===== config.mk =====
export PLATFORM = sky130hd
export DESIGN_NAME = fetch_sequencer
export DESIGN_NICKNAME = d
export VERILOG_FILES = /design/src/rtl/paper_pkg.sv /design/src/rtl/fetch_sequencer_pc_counter.sv /design/src/rtl/fetch_sequencer.sv
export SDC_FILE = /design/constraint.sdc
export NUM_CORES = 1
export LEC_CHECK = 0
export ABC_AREA = 1
export CORE_AREA = 4 4 41 43
export CTS_CLUSTER_DIAMETER = 120
export DETAILED_ROUTE_END_ITERATION = 10
export DIE_AREA = 0 0 45 47
export DONT_BUFFER_PORTS = 1
export HOLD_SLACK_MARGIN = 0.12
export PLACE_DENSITY = 0.56
export SLEW_MARGIN = 30
export SYNTH_ARGS = -nofsm -noshare
export SYNTH_HDL_FRONTEND = slang
export SYNTH_HIERARCHICAL = 1
export SYNTH_SLANG_ARGS = --single-unit

===== constraint.sdc =====
create_clock -name clk -period 1.55 [get_ports clk]
set_input_delay 0.31 -clock clk [delete_from_list [all_inputs] [get_ports clk]]
set_output_delay 0.31 -clock clk [all_outputs]
set_load 0.01 [all_outputs]

===== src/rtl/paper_pkg.sv =====
// Shared types and default widths for the fetch sequencer.
package paper_pkg;
  localparam int ADDR_W_DEF  = 2;
  localparam int INSTR_W_DEF = 2;

  typedef enum logic [1:0] {
    IDLE  = 2'd0,
    FETCH = 2'd1,
    ISSUE = 2'd2
  } fetch_state_t;
endpackage


===== src/rtl/fetch_sequencer_pc_counter.sv =====
// Program counter: sync reset to RESET_PC, jump load has priority over
// increment, and a one-cycle wrap flag registered off the 2**ADDR_W-1 -> 0 step.
module pc_counter #(
  parameter int                ADDR_W   = 2,
  parameter logic [ADDR_W-1:0] RESET_PC = '0
) (
  input  logic              clk,
  input  logic              reset,
  input  logic              i_load,
  input  logic [ADDR_W-1:0] i_load_val,
  input  logic              i_inc,
  output logic [ADDR_W-1:0] o_pc,
  output logic              o_wrap
);
  logic [ADDR_W-1:0] r_pc;
  logic              r_wrap;

  // PC update; wrap is only ever high for the cycle after a wrapping increment
  always_ff @(posedge clk) begin
    if (reset) begin
      r_pc   <= RESET_PC;
      r_wrap <= 1'b0;
    end else begin
      r_wrap <= 1'b0;
      if (i_load) begin
        r_pc <= i_load_val;
      end else if (i_inc) begin
        r_pc   <= r_pc + ADDR_W'(1);
        r_wrap <= &r_pc;
      end
    end
  end

  assign o_pc   = r_pc;
  assign o_wrap = r_wrap;
endmodule


===== src/rtl/fetch_sequencer.sv =====
// Instruction-fetch stage: owns the PC, captures RAM data into the IR and
// hands it downstream over valid/ready.
// Optional build macro FETCH_PREFETCH_EN: on a plain ISSUE handshake the IR
// reloads from the current PC in the same cycle (1 instruction/cycle).
module fetch_sequencer
  import paper_pkg::*;
#(
  parameter int                ADDR_W   = ADDR_W_DEF,
  parameter int                INSTR_W  = INSTR_W_DEF,
  parameter logic [ADDR_W-1:0] RESET_PC = '0
) (
  input  logic               clk,
  input  logic               reset,
  input  logic               start,
  input  logic               halt,
  input  logic               jump_valid,
  input  logic [ADDR_W-1:0]  jump_addr,
  output logic [ADDR_W-1:0]  ram_addr,
  input  logic [INSTR_W-1:0] ram_data,
  output logic [INSTR_W-1:0] instr,
  output logic [ADDR_W-1:0]  instr_pc,
  output logic               instr_valid,
  input  logic               instr_ready,
  output logic               busy,
  output logic               pc_wrap
);
  fetch_state_t       r_state;
  fetch_state_t       w_next_state;
  logic [INSTR_W-1:0] r_instr;
  logic [ADDR_W-1:0]  r_instr_pc;
  logic [ADDR_W-1:0]  w_pc;
  logic               w_hs;
  logic               w_capture;

  // Handshake only exists while the IR is presented
  assign w_hs = (r_state == ISSUE) && instr_ready;

  pc_counter #(
    .ADDR_W   (ADDR_W),
    .RESET_PC (RESET_PC)
  ) u_pc (
    .clk        (clk),
    .reset      (reset),
    .i_load     (jump_valid),
    .i_load_val (jump_addr),
    .i_inc      (w_capture),
    .o_pc       (w_pc),
    .o_wrap     (pc_wrap)
  );

  // State register
  always_ff @(posedge clk) begin
    if (reset) r_state <= IDLE;
    else       r_state <= w_next_state;
  end

  // Next state: jump beats halt beats handshake
  always_comb begin
    w_next_state = r_state;
    unique case (r_state)
      IDLE: begin
        if (!jump_valid && start) w_next_state = FETCH;
      end
      FETCH: begin
        if (jump_valid) w_next_state = FETCH;
        else if (halt)  w_next_state = IDLE;
        else            w_next_state = ISSUE;
      end
      ISSUE: begin
        if (jump_valid) w_next_state = FETCH;
        else if (w_hs) begin
          if (halt) w_next_state = IDLE;
`ifdef FETCH_PREFETCH_EN
          else      w_next_state = ISSUE;
`else
          else      w_next_state = FETCH;
`endif
        end
      end
      default: w_next_state = IDLE;
    endcase
  end

  // Outputs and the capture strobe (capture always implies a PC increment)
  always_comb begin
    busy        = (r_state != IDLE);
    instr_valid = (r_state == ISSUE);
    w_capture   = 1'b0;
    if (!jump_valid && !halt) begin
      if (r_state == FETCH) w_capture = 1'b1;
`ifdef FETCH_PREFETCH_EN
      if (w_hs)             w_capture = 1'b1;
`endif
    end
  end

  // Instruction register and the address it came from
  always_ff @(posedge clk) begin
    if (reset) begin
      r_instr    <= '0;
      r_instr_pc <= '0;
    end else if (w_capture) begin
      r_instr    <= ram_data;
      r_instr_pc <= w_pc;
    end
  end

  assign ram_addr = w_pc;
  assign instr    = r_instr;
  assign instr_pc = r_instr_pc;
endmodule


**After elaboration in Yosys (flattened, before gate mapping)**

Index checks and enable logic that the tools add are counted.

- Bits in registers: 9
- Word-level logic and storage cells: 33
- Bits of input ports: 10

- Eq/ne operators: 4
- Bitwise operators: 1
- Mux-type cells: 11
- Reduce and logical (&&, ||, !) cells: 11
- Add/subtract/negate cells: 1

Operator list:

| operator | number |
|---|---|
| $mux W2 | 7 |
| $pmux W2 S3 | 1 |
| $reduce_and A2 Y1 | 2 |
| $reduce_bool A2 Y1 | 2 |
| $logic_and A1 B1 Y1 | 3 |
| $mux W1 | 3 |
| $ne A3 B2 Y1 const B | 1 |
| $reduce_or A3 Y1 | 1 |
| $add A2 B1 Y2 const B | 1 |
| $eq A2 B1 Y1 const B | 1 |
| $eq A2 B2 Y1 const B | 1 |
| $logic_not A1 Y1 | 2 |
| $logic_not A2 Y1 | 1 |
| $ne A2 B2 Y1 const B | 1 |
| $not A1 Y1 | 1 |

**Logic depth before layout (Yosys ltp)**

- Word-level depth: 5
- Mapped depth: 9
- Gate-level depth less buffers: 9

**By module**

The synthesis kept the hierarchy.

Modules (own cells, without submodules):

| module | cells each | area each (µm²) | sequential area each (µm²) | times used |
|---|---|---|---|---|
| fetch_sequencer | 47 | 305.3 | 120.1 | 1 |
| pc_counter | 21 | 147.6 | 60.1 | 1 |

**Least setup slack after synthesis**

OpenSTA, ideal clock, no wires.

- Kind: reg2reg
- From: reg r_state[1]
- To: reg u_pc.r_pc[0] (netlist: u_pc/o_pc[0])
- Library setup time: 0.109 ns
- Buffers on the path: 0
- Stages on the path, launching flop included: 9
- Arrival: 1.007 ns
- Setup slack: 0.435 ns
- Clock period less this slack: 1.115 ns
- Cell sequence: dfxtp_1 > nor2_2 > nand2_2 > inv_1 > nor2_2 > nand2_1 > nand3_1 > nand2_1 > inv_1

- Longest elaborated chain between the ends: 4

Ends and longest elaborated chain:

| element | RTL line | RTL |
|---|---|---|
| start: declaration | fetch_sequencer.sv:27 | `fetch_state_t r_state;` |
| start signal: assignment | fetch_sequencer.sv:54 | `else r_state <= w_next_state;` |
| $eq A2 B1 Y1 | fetch_sequencer.sv:90 | `if (r_state == FETCH) w_capture = 1'b1;` |
| $mux W1 | fetch_sequencer.sv:90 |  |
| $mux W1 | fetch_sequencer.sv:89 | `if (!jump_valid && !halt) begin` |
| via w_capture | fetch_sequencer.sv:33 | `logic w_capture;` |
| $reduce_bool A2 Y1 (no source line) | - |  |
| end signal: assignment | fetch_sequencer_pc_counter.sv:26 | `r_pc <= i_load_val;` |
| end signal: assignment | fetch_sequencer_pc_counter.sv:28 | `r_pc <= r_pc + ADDR_W'(1);` |
| end: declaration | fetch_sequencer_pc_counter.sv:15 | `logic [ADDR_W-1:0] r_pc;` |

The timed path passes the listed nets, and every way through them passes these cells.
A chain may end at the register's enable or synchronous reset.

**Worst setup path in the final report**

- From: reg r_state[0]
- To: reg u_pc.r_pc[0] (netlist: u_pc/o_pc[0])

Same word-level chain as after synthesis.

==> impl_results.md <==
- YS warnings: 6
- TNS Setup: 0 ps
- Die H: 47 µm
- Diodes inserted: 0
- First-pass GRT wire length: 1560 µm
- Setup Buffers After CTS: 0
- Max Clock Skew: 3.69 ps
- Worst Tran Pin Value: 278 ps
- Yosys cell types: 13
- Register area: 180 µm²
- Clock latency on the worst-skew pair: 260 ps
- Total power: 492 µW
- Crit-path max cell delay: 380 ps
- CTS resizes: 0
- Multi-input logic area: 220 µm²
- Crit path from: r_state[0]
- Final Net Count: 86
- Worst setup EP type: flop
- Root buf cell: clkbuf_4
- Final min period: 1240 ps
- Endpoints failing setup: 0
- Fmax: 807 MHz
- CTS tree: yes
- Placer Congestion: 0.619
- CP Data Arrival Time: 1400 ps
- Critical path class: flop to flop
- Detail Route Antenna Nets: 0
- Vias in the first global route: 391
- Overflow after GRT: 0
- Rel. slew slack: 0.814
- Detail Placement HPWL: 728 µm
- Initial core utilization: 0.348
- CTS Buf Count: 3
- Largest net degree at the start of global routing: 10
- Ports: 19
- Syn_area_per_cell: 6.66 µm²
- GRT Util Overall: 0.105
- Outcome: finished, final reports clean
- Leak: 0.262 nW
- WP data required: 1710 ps
- Synthesized area: 453 µm²
- Via density: 4.70
- Synth Instances: 68
- Routed WL: 987 µm
- Layout cells sized above 1: 0.149
- Most frequent cells in the layout: nand2_1 (14), inv_1 (12), nor2_1 (9), nand3_1 (9), dfxtp_1 (9)
- Setup crit start kind: flop
- Max-Cap Viols: 0
- Drt first pass iters: 4
- R2R cell count: 9
- P per Cell Area: 954 nW/µm²
- Origin of the critical flop-to-flop path: r_state[0]
- DR DRC count: 0
- Post-Syn Nets: 79
- Vias: 418
- Max FO, Critical Path: 9
- Layout Area Growth over Synthesis: 13.8%
- Initial antenna violation count: 0
- Die Wd: 45 µm
- Most common cell after layout, fill and taps aside: nand2_1
- Final slew viol count: 0
- Final hold vios: 0
- R2R setup slack: 310 ps
- Core area: 1300 µm²
- FILL cells: 139
- H-Tree Depth: 1
- # clock sinks: 9
- Hold-fix buffers, CTS: 1
- CTS clk-pin slew, worst paths: 60 ps
- Fin crit share: 0.799
- Sequential area share after synthesis: 0.398
- 1st-iter DRT viols: 13
- Seq cells post-synth: 9
- CP max stage cell: dfxtp_1
- Die area: 2120 µm²
- Type of the tightest min-delay check: primary input to flop
- CP Cell Sequence: inv_2 -> nor2_4 -> nand2_2 -> inv_1 -> nor2_2 -> nand2_1 -> nand3_1 -> nand2_1 -> inv_1
- VDD IR max: 0.000362 V
- Critical Path Sink: u_pc/o_pc[0]
- RSZ-0062 raised after global routing: false
- Clock Path Buffers: 2
- # rows: 13
- Port Buf Inserts: 0
- R2R Path End: u_pc/o_pc[0]
- Wire length per cell: 11.1 µm
-- where the power goes --
part           switching (mW)  internal (mW)  leakage [nW]
clock network          0.0820         0.0992        0.0150
logic                  0.0347         0.0225         0.174
registers              0.0123          0.241        0.0733
-- sequential cells by signal, indices dropped and copies added (netlist names) --
| register | count |
|---|---|
| u_pc/o_wrap | 1 |
| u_pc/o_pc | 2 |
| instr_pc | 2 |
| r_state | 2 |
| instr | 2 |
-- Yosys cell counts --
library cell,instances,area (µm²)
a21oi_1,6,30.0
a21oi_2,1,8.76
dfxtp_1,9,180
ha_1,1,12.5
inv_1,12,45.0
inv_2,2,7.51
nand2_1,14,52.6
nand2_2,1,6.26
nand3_1,9,45.0
nand3b_1,1,7.51
nor2_1,9,33.8
nor2_2,2,12.5
nor2_4,1,11.3
-- critical path, delay by kind of cell, from the launching register on --
family | cells | cell delay, ps
DFF | 1 | 380
and+or+nand+nor | 6 | 530
buffers and inverters | 3 | 230
-- area by class of cell --
type	count	share of cell area
multi-input combinational	45	0.427
sequential	9	0.350
inverter	14	0.102
clock buffer	4	0.0510
tap	15	0.0364
timing repair buffer	2	0.0340
-- worst min path at each step --
stage                     start            to  slack [ps]  cells past startpoint
after floorplan           reset    r_state[1]         370                      1
after global placement    reset    r_state[1]         370                      1
after detailed placement  reset    r_state[1]         380                      1
after CTS                 reset  u_pc/o_pc[0]         200                      3
after global routing      reset  u_pc/o_pc[0]         210                      3
final                     reset  u_pc/o_pc[0]         200                      3
-- stage by stage --
step,instances,utilization,hold slack (ps),worst slack (ps),instance area [µm²]
4_1_cts,89,0.396,195,305,515
3_5_place_dp,84,0.368,376,328,479
3_3_place_gp,84,0.368,375,347,479
5_1_grt,89,0.396,215,161,515
6_report,89,0.396,199,311,515
2_1_floorplan,68,-,372,435,453
-- routing by layer --
metal / share of wire / vias up / routed length, µm / track usage
met3: 0.11 / 5 / 113 / 0.0575
met5: 0 / - / 0 / 0
met2: 0.45 / 15 / 442 / 0.153
met4: 0.027 / 0 / 27 / 0.0877
met1: 0.41 / 175 / 404 / 0.113
li1: - / 223 / - / -
-- kinds of logic (layout without fill, tap and decap cells) --
group | count (synthesis) | count (layout) | share of synthesized area
compound gates | 7 | 7 | 0.0856
fa+ha+maj | 1 | 1 | 0.0276
buf+inv | 14 | 20 | 0.116
flops | 9 | 9 | 0.398
simple gates | 37 | 37 | 0.373
No activity file was read; power rests on OpenSTA's default activity.
